[src/rtl/wfid_retire_arbiter.sv]
// wfid_retire_arbiter: tracks live WF IDs and serialises retirements into a round-robin valid/ack done stream
module wfid_retire_arbiter #(
  parameter int NUM_WF = 40,
  parameter int ID_W   = 6
) (
  input  logic              clk,
  input  logic              rst,
  input  logic              alloc_wr,
  input  logic [ID_W-1:0]   alloc_id,
  input  logic [NUM_WF-1:0] retire_pulse,
  input  logic              done_ack,
  output logic              done_valid,
  output logic [ID_W-1:0]   WF_id_done,
  output logic [NUM_WF-1:0] vacant,
  output logic [ID_W-1:0]   pending_count,
  output logic              retire_err
);
  logic [NUM_WF-1:0] active, pending, active_n, pending_n, cleared, legal, pend_left, alloc_oh;
  logic [ID_W-1:0] rr_ptr, next_ptr;
  logic [ID_W:0] win;
  logic ack;
  function automatic logic [ID_W:0] pick(input logic [NUM_WF-1:0] m, input logic [ID_W-1:0] p);
    logic [ID_W:0] r;
    int j;
    r = '0;
    for (int k = NUM_WF - 1; k >= 0; k--) begin
      j = int'(p) + k;
      if (j >= NUM_WF) j = j - NUM_WF;
      if (m[j]) r = {1'b1, ID_W'(j)};
    end
    return r;
  endfunction
  always_comb begin
    ack       = done_valid & done_ack;
    cleared   = ack ? NUM_WF'(1) << WF_id_done : '0;
    alloc_oh  = (alloc_wr && int'(alloc_id) < NUM_WF) ? NUM_WF'(1) << alloc_id : '0;
    pend_left = pending & ~cleared;
    // the acked ID is still pending this cycle, so a retire for it is rejected here too
    legal     = retire_pulse & active & ~pending;
    pending_n = pend_left | legal;
    active_n  = (active & ~cleared) | alloc_oh;
    next_ptr  = (WF_id_done == ID_W'(NUM_WF - 1)) ? '0 : WF_id_done + ID_W'(1);
    win       = pick(done_valid ? pend_left : pending, ack ? next_ptr : rr_ptr);
  end
  always_ff @(posedge clk) begin
    if (rst) begin
      active        <= '0;
      pending       <= '0;
      rr_ptr        <= '0;
      done_valid    <= 1'b0;
      WF_id_done    <= '0;
      vacant        <= '1;
      pending_count <= '0;
      retire_err    <= 1'b0;
    end else begin
      active        <= active_n;
      pending       <= pending_n;
      vacant        <= ~active_n;
      pending_count <= ID_W'($countones(pending_n));
      retire_err    <= |(retire_pulse & ~legal);
      if (ack) rr_ptr <= next_ptr;
      if (!done_valid || ack) begin
        done_valid <= win[ID_W];
        if (win[ID_W]) WF_id_done <= win[ID_W-1:0];
      end
    end
  end
endmodule

[config.mk]
export PLATFORM = sky130hd
export DESIGN_NAME = wfid_retire_arbiter
export DESIGN_NICKNAME = d
export VERILOG_FILES = /design/src/rtl/wfid_retire_arbiter.sv
export SDC_FILE = /design/constraint.sdc
export NUM_CORES = 1
export LEC_CHECK = 0
export BUFFER_PORTS_ARGS = -buffer_cell sky130_fd_sc_hd__buf_2
export CAP_MARGIN = 20
export CORE_MARGIN = 1.5
export CORE_UTILIZATION = 60
export DETAILED_ROUTE_END_ITERATION = 7
export PLACE_DENSITY_LB_ADDON = 0.05
export SYNTH_ARGS = -nofsm -noshare
export SYNTH_HDL_FRONTEND = slang
export SYNTH_SLANG_ARGS = --single-unit
[constraint.sdc]
create_clock -name clk -period 24.5 [get_ports clk]
set_clock_uncertainty 0.15 [all_clocks]
set_input_delay 4.9 -clock clk [delete_from_list [all_inputs] [get_ports clk]]
set_output_delay 4.9 -clock clk [all_outputs]
set_load 0.05 [all_outputs]
==> results of run 1 <==
layer usage:
| metal | global-route usage | overflow |
|---|---|---|
| met1 | 0.688 | 0 |
| met2 | 0.871 | 3 |
| met3 | 0.444 | 0 |
| met4 | 0.636 | 1 |
| met5 | 0.125 | 0 |
cell usage after synthesis (all sizes together), types with 33 or more instances:
cell type,number,area share
nand2,302,0.052
o21ai,274,0.064
a21oi,224,0.053
nor2,220,0.039
inv,186,0.032
dfxtp,140,0.13
buf,108,0.029
mux2i,105,0.048
nand3,99,0.023
nor3,87,0.021
clkbuf,77,0.013
ha,76,0.044
a211oi,75,0.028
o211ai,69,0.024
a31oi,58,0.018
xnor2,54,0.025
a21o,37,0.013
and3,34,0.010
o21a,34,0.012
nand4,33,0.0095
metrics by stage:
| step | hold WS (ns) | utilization | instances | setup WS, ns | area [um^2] |
|---|---|---|---|---|---|
| 4_1_cts | 0.369 | 0.646 | 3482 | 11.89 | 23000 |
| 3_5_place_dp | 0.335 | 0.629 | 3450 | 11.43 | 22400 |
| 3_3_place_gp | 0.335 | 0.628 | 3445 | 11.50 | 22400 |
| 2_1_floorplan | 0.317 | - | 3009 | 13.16 | 21800 |
cell families after synthesis:
group | share of synthesized area
AOI/OAI and AO/OA | 0.354
xor gates and xnor gates | 0.0280
muxes | 0.0944
buffers and inverters | 0.0752
and+or+nand+nor | 0.247
DFF | 0.129
adders and majority gates | 0.0722
==> impl_metrics.csv, run 1 <==
group,metric,value,unit
status,status,"aborted with a tool error",
status,stop_stage,"global routing (5_1_grt)",
status,error_line,"[ERROR GRT-0232] Routing congestion too high. Check the congestion heatmap in the GUI.",
cts,clockBufferDepth,2,
yosys,ys_warn_count,0,
global_routing,grt_max_degree,84,
cts,cts-resized-gates,0,
die,io_pins,104,
global_routing,grt_use_total,0.663,
placed_design,port-buffer-count,103,
cts,cts_sinks,140,
die,floorplan.initialDensity,0.610,
yosys,ys_seq_area_frac,0.129,
yosys,synth_cells,3009,
yosys,synthesis.area,0.0218,mm^2
cts,htree_levels,4,
cts,ctsHoldBuffers,0,
yosys,synth_ff_type,"dfxtp_1",
cts,root_buffer,"clkbuf_16",
yosys,ys_ff_latch,140,
yosys,async_reset_ff_frac,0,
yosys,syn_nets,3166,
yosys,synth_edf_count,0,
die,die_h,193,um
die,die_x,193,um
yosys,yosysUniqueCellTypes,131,
cts,numCtsBuffers,17,
yosys,syn_area_per_cell,7.23,um^2
global_routing,overflow,4,
cts,postCtsSetupBuffers,0,
placed_design,routabilityCongestion,1.27,
die,fp-row-count,69,
placed_design,dp_hpwl,87.9,mm
==> run 2, diff against run 1 <==
- CORE_UTILIZATION: 60 -> 40
- PLACE_DENSITY_LB_ADDON: 0.05 -> 0.15
==> run 2 against run 1 <==
  * The flow now finishes, with violations (design-rule violations)
  * Area after synthesis did not move
  * Synthesized cell count did not move
==> impl_metrics.csv, run 2 <==
group,metric,value,unit
status,status,"finished with violations",
status,violations,"design-rule violations",
cts,clockBufferDepth,2,
timing,setup_viol,0,
placed_design,dp_hpwl,104,mm
cts,cts-resized-gates,0,
global_routing,overflow,0,
die,floorplan.initialDensity,0.404,
finish,regArea,0.00280,mm^2
global_routing,grtUsageMet3,0.114,
min_path,hold_depth,2,
global_routing,grt_use_total,0.460,
timing,timing.hold.ws,0.356,ns
cts,root_buffer,"clkbuf_16",
die,io_pins,104,
worst_setup_path,cp.arrival,13.47,ns
global_routing,gr-usage-met2,0.709,
power,powerDensity,110,mW/mm^2
detailed_routing,drtIter0Drc,3734,
worst_setup_path,cp-end-kind,"flop",
global_routing,antenna_found_initial,6,
placed_design,port-buffer-count,103,
worst_setup_path,rr_startpoint,"WF_id_done[1]",
yosys,yosysMostFrequentCell,"nand2_1",
yosys,synth_ff_type,"dfxtp_1",
power,total_power,2.59,mW
timing,drv_slew,0,
timing,finalHoldViolations,0,
die,die_x,236,um
detailed_routing,vias,26795,
worst_setup_path,critical_path_required,24.73,ns
placed_design,routabilityCongestion,1.18,
die,fp-row-count,85,
timing,rsz0062_at_grt,"false",
cts,clock_latency,0.46,ns
yosys,ys_warn_count,0,
timing,finalCriticalPeriod,13.24,ns
cts,clk_pin_slew_worst_paths,0.07,ns
finish,antenna_cells,0,
finish,drive_gt1_frac,0.129,
timing,worstMarginPinSlew,1.31,ns
cts,ctsHoldBuffers,0,
global_routing,first_global_vias,25111,
power,power.leakage,9.45,nW
cts,htree_levels,4,
yosys,synth_cells,3009,
worst_setup_path,cp_max_fo,44,
detailed_routing,post_drt_wl_per_cell,35.5,um
min_path,min-delay-start,"active[21]",
detailed_routing,viasPerCell,7.19,
yosys,ys_seq_area_frac,0.129,
global_routing,met1_usage,0.524,
die,core-area,0.0538,mm^2
global_routing,grt_pass1_wl,185,mm
finish,nNetsFinal,3175,
yosys,async_reset_ff_frac,0,
cts,cts_sinks,140,
yosys,synthesis.area,0.0218,mm^2
cts,postCtsSetupBuffers,0,
finish,final_cell_mix,"nand2_1, o21ai_0, a21oi_1, nor2_1, inv_1",
finish,multi_input_area,0.0174,mm^2
yosys,synth_top_area_share,0.129,
global_routing,grt_max_degree,83,
worst_setup_path,start_kind,"primary input",
job,maxCapViolCount,0,
cts,numCtsBuffers,17,
worst_setup_path,critPathKind,"primary input to flop",
yosys,synth_edf_count,0,
worst_setup_path,r2r_cells,24,
finish,layout_commonest_cell,"nand2_1",
timing,fin_crit_sh,0.540,
yosys,syn_area_per_cell,7.23,um^2
timing,fin_setup_tns,0,ns
timing,fmax,75.5,MHz
yosys,ys_ff_latch,140,
detailed_routing,drc,10,
yosys,syn_nets,3166,
yosys,synth_largest_area_cell,"dfxtp_1",
min_path,hold_path_end,"active[21]",
min_path,hp-class,"flop to flop",
die,die_h,236,um
yosys,yosysUniqueCellTypes,131,
die,die_area,0.0558,mm^2
detailed_routing,drt-pass1-iter-count,8,
yosys,synth_area_leaders,"dfxtp_1, o21ai_0, nand2_1",
yosys,synth_commonest_cells,"nand2_1, o21ai_0, a21oi_1, nor2_1, inv_1",
finish,largestRegisters,"active (40), pending (40), vacant (40)",
worst_setup_path,rrSetupSlack,14.49,ns
cts,tritoncts,"built",
detailed_routing,ant_nets,0,
finish,synthToLayoutAreaGrowth,7.68,%
worst_setup_path,r2r-end,"WF_id_done[5]",
detailed_routing,drt-total-wl,132,mm
power,ir_drop,0.0000647,V
global_routing,busiest_layer,"met2",
timing,relSlewSlack,0.123,
finish,nFillCells,5617,
==> run 2: cell counts after synthesis <==
Identical to the previous run, type by type.
==> run 2: worst max-delay path by stage <==
| stage | from | to | slack (ns) | cells past startpoint |
|---|---|---|---|---|
| final | done_ack | WF_id_done[5] | 11.26 | 26 |
| after global placement | done_ack | WF_id_done[5] | 11.22 | 26 |
| after detailed placement | done_ack | WF_id_done[5] | 11.08 | 26 |
| after floorplan | done_ack | WF_id_done[2] | 13.16 | 30 |
| after CTS | done_ack | WF_id_done[5] | 11.55 | 26 |
| after global routing | done_ack | WF_id_done[2] | 10.94 | 25 |
==> run 2: kinds of logic (layout without fill, tap and decap cells) <==
kind of cell	count (synthesis)	after routing	synth area share
multiplexers	165	165	0.0944
adder cells (fa/ha/maj)	107	107	0.0722
XOR/XNOR	59	59	0.0280
buffers and inverters	376	398	0.0752
AND/OR/NAND/NOR	1049	1049	0.247
flip-flops	140	140	0.129
AO/OA/AOI/OAI	1113	1113	0.354
==> run 2: cell type report <==
class | count | share of cell area
clock buffers | 20 | 0.0191
clock inverters | 12 | 0.00694
inverters | 191 | 0.0307
multi-input cells | 2493 | 0.742
flip-flops and latches | 140 | 0.120
well taps | 696 | 0.0372
repair buffers | 175 | 0.0449
==> run 2: power by group <==
group          leakage, nW  internal [mW]  switching (mW)
registers             1.13          0.235          0.0132
clock network        0.291          0.164           0.112
logic                 8.03          0.618            1.45
==> run 2: per-layer routing <==
metal  share of wire  wire length, um  vias up
li1                -                -    11396
met1            0.36            47100    12850
met2            0.42            56000     1961
met3            0.11            14300      584
met4            0.11            14800        4
met5         0.00017               22        -
==> run 2: critical path, cell delays in order <==
cell,delay [ns]
buf_2,0.45
nand2_2,0.45
a21o_1,0.33
o21ai_4,0.15
buf_4,0.55
inv_2,0.25
buf_4,0.34
ha_1,0.41
o21ai_1,0.26
and3_1,0.22
or2_0,0.39
clkinv_1,0.39
ha_1,0.31
a211oi_1,0.26
mux2_2,0.27
a2111oi_0,0.10
or4_1,0.64
or2_1,0.31
mux2_1,0.23
o311a_1,0.70
nand4_1,0.23
nor4_2,0.45
and3_1,0.26
nand2b_1,0.26
a211oi_1,0.10
nor3_1,0.19
==> run 2: through the flow <==
| stage | setup slack [ns] | utilization | instances | instance area (um^2) |
|---|---|---|---|---|
| global route | 10.94 | 0.435 | 3727 | 23400 |
| global placement | 11.22 | 0.423 | 3687 | 22800 |
| detailed placement | 11.08 | 0.424 | 3692 | 22800 |
| floorplan | 13.16 | - | 3009 | 21800 |
| CTS | 11.55 | 0.435 | 3724 | 23400 |
| finish | 11.26 | 0.435 | 3727 | 23400 |
(Power assumes the default switching activity.)
==> run 3, diff against run 2 <==
- clock period: 24.5 -> 13.42 ns (I/O delays scaled with it)
==> run 3 against run 2 <==
  * The flow now finishes without violations
  * Die area stayed put
  * Sequential cell count did not move
  * Sequential share of layout area decreased by 0.056 points
  * Critical path depth down 2
  * Design area increased by 0.47%
  * Wire length fell by 0.27%
  * Utilization increased by 0.20 points
  * Register-to-register slack got worse by 11 ns
  * First-iteration DRC count shrank 1.2%
  * Global-route usage is 0.12 points lower
  * Cell count up 0.30%
==> impl_metrics.csv, run 3 (synthesis gave the netlist of run 2 again) <==
group,metric,value,unit
status,status,"finished clean",
power,p_switching,2.86,mW
min_path,hp-class,"flop to flop",
finish,final_cell_mix,"nand2_1, o21ai_0, a21oi_1, nor2_1, inv_1",
power,internal_power,1.89,mW
finish,final_cells,3738,
finish,synthToLayoutAreaGrowth,8.18,%
worst_setup_path,cp-end-kind,"flop",
die,die_h,236,um
worst_setup_path,cp_max_fo,28,
timing,rsz0062_at_grt,"false",
placed_design,routabilityCongestion,1.17,
timing,fin_setup_tns,0,ns
power,combPwrFrac,0.789,
timing,finalCriticalPeriod,11.14,ns
timing,setup_viol,0,
cts,ctsHoldBuffers,0,
finish,drive_gt1_frac,0.133,
cts,cts_sinks,140,
detailed_routing,viasPerCell,7.20,
worst_setup_path,critPathKind,"primary input to flop",
cts,root_buffer,"clkbuf_16",
job,maxCapViolCount,0,
cts,cts-resized-gates,0,
timing,drv_slew,0,
timing,timing.hold.ws,0.363,ns
power,power.share.sequential,0.098,
finish,nFillCells,5585,
worst_setup_path,start_kind,"primary input",
power,powerDensity,202,mW/mm^2
global_routing,grt_max_degree,78,
placed_design,port-buffer-count,103,
die,die_x,236,um
timing,worstMarginPinSlew,1.30,ns
global_routing,first_global_vias,25045,
worst_setup_path,cp.arrival,11.39,ns
die,core-area,0.0538,mm^2
die,die_area,0.0558,mm^2
finish,largestRegisters,"active (40), pending (40), vacant (40)",
cts,clockBufferDepth,2,
die,io_pins,104,
global_routing,grt_pass1_wl,184,mm
detailed_routing,drt-total-wl,132,mm
cts,htree_levels,4,
power,power.leakage,9.53,nW
placed_design,dp_hpwl,104,mm
placed_design,postPlaceCellArea,0.0229,mm^2
global_routing,antenna_found_initial,1,
finish,final_cell_area,0.0235,mm^2
timing,fin_crit_sh,0.830,
power,ir_drop,0.000116,V
timing,finalHoldViolations,0,
cts,postCtsSetupBuffers,0,
placed_design,dpl.cell_count,3699,
detailed_routing,post_drt_wl_per_cell,35.3,um
global_routing,overflow,0,
detailed_routing,drt-pass1-iter-count,8,
finish,layout_commonest_cell,"nand2_1",
timing,relSlewSlack,0.122,
die,fp-row-count,85,
global_routing,grt_use_total,0.458,
worst_setup_path,critical_path_required,13.67,ns
power,switching_share,0.602,
finish,nNetsFinal,3183,
power,clkPwrFrac,0.113,
detailed_routing,drc,0,
cts,tritoncts,"built",
cts,numCtsBuffers,17,
detailed_routing,ant_nets,0,
cts,clk_pin_slew_worst_paths,0.07,ns
timing,fmax,89.8,MHz
detailed_routing,drtIter0Drc,3691,
die,floorplan.initialDensity,0.404,
detailed_routing,vias,26900,
cts,clock_latency,0.46,ns
run 3: cell types whose count changed in the layout (fill, tap and decap cells not counted), moves of 2 or more:
cell and change:
clkbuf_4 -2, buf_4 +7, buf_2 +3, clkinvlp_4 -2, inv_8 +3, diode_2 +3
clkinv_4 -2
run 3: metal layers:
metal | part of all wire | vias to the layer above | track usage
met3 | 0.11 | 612 | 0.114
met2 | 0.43 | 2045 | 0.723
met1 | 0.36 | 12832 | 0.521
met5 | 0 | - | 0
li1 | - | 11411 | -
met4 | 0.11 | 0 | 0.389
run 3: power groups by stage:
stage          Clock [mW]  Combinational [mW]  Sequential, mW
5_1_grt             0.556                3.84           0.465
6_report            0.536                3.75           0.466
2_1_floorplan           0                2.27           0.483
3_3_place_gp            0                3.52           0.472
4_1_cts             0.541                3.55           0.463
3_5_place_dp            0                3.53           0.472
run 3: worst max-delay path, stage by stage:
cell	delay (ns)
buf_2	0.44
nand2_2	0.43
o21a_1	0.30
buf_4	0.27
nor2_4	0.29
ha_1	0.62
o21ai_1	0.35
a21oi_1	0.25
or2_0	0.51
clkinv_1	0.47
ha_1	0.34
a211oi_1	0.28
mux2_2	0.30
a2111oi_0	0.11
or4_1	0.62
or2_1	0.30
a2111o_1	0.50
o31a_1	0.19
o211ai_1	0.44
nor2_1	0.08
a211oi_1	0.72
nand4_1	0.32
a211oi_1	0.29
o221a_2	0.23
run 3: final timing paths:
kind         slack, ns           from             to  cells past startpoint
max               2.28       done_ack  WF_id_done[3]                     24
min               0.36     active[20]     active[20]                      2
max reg2reg       3.42  WF_id_done[0]  WF_id_done[3]                     24
min reg2reg       0.36     active[20]     active[20]                      2
run 3: area by class of cell:
cell class	count	area (um^2)	share of cell area
diodes	3	7.51	0.000319
clock buffers	19	443	0.0188
clock inverters	13	203	0.00861
inverters	191	719	0.0306
multi-input cells	2493	17400	0.738
flip-flops and latches	140	2800	0.119
well taps	696	871	0.0370
repair buffers	183	1110	0.0473
run 3: stage by stage:
step	util	total power, mW	setup slack, ns
2_1_floorplan	-	2.75	4.30
3_3_place_gp	0.424	3.99	2.22
3_5_place_dp	0.425	4.01	2.28
4_1_cts	0.437	4.56	2.73
5_1_grt	0.437	4.87	2.18
6_report	0.437	4.76	2.28
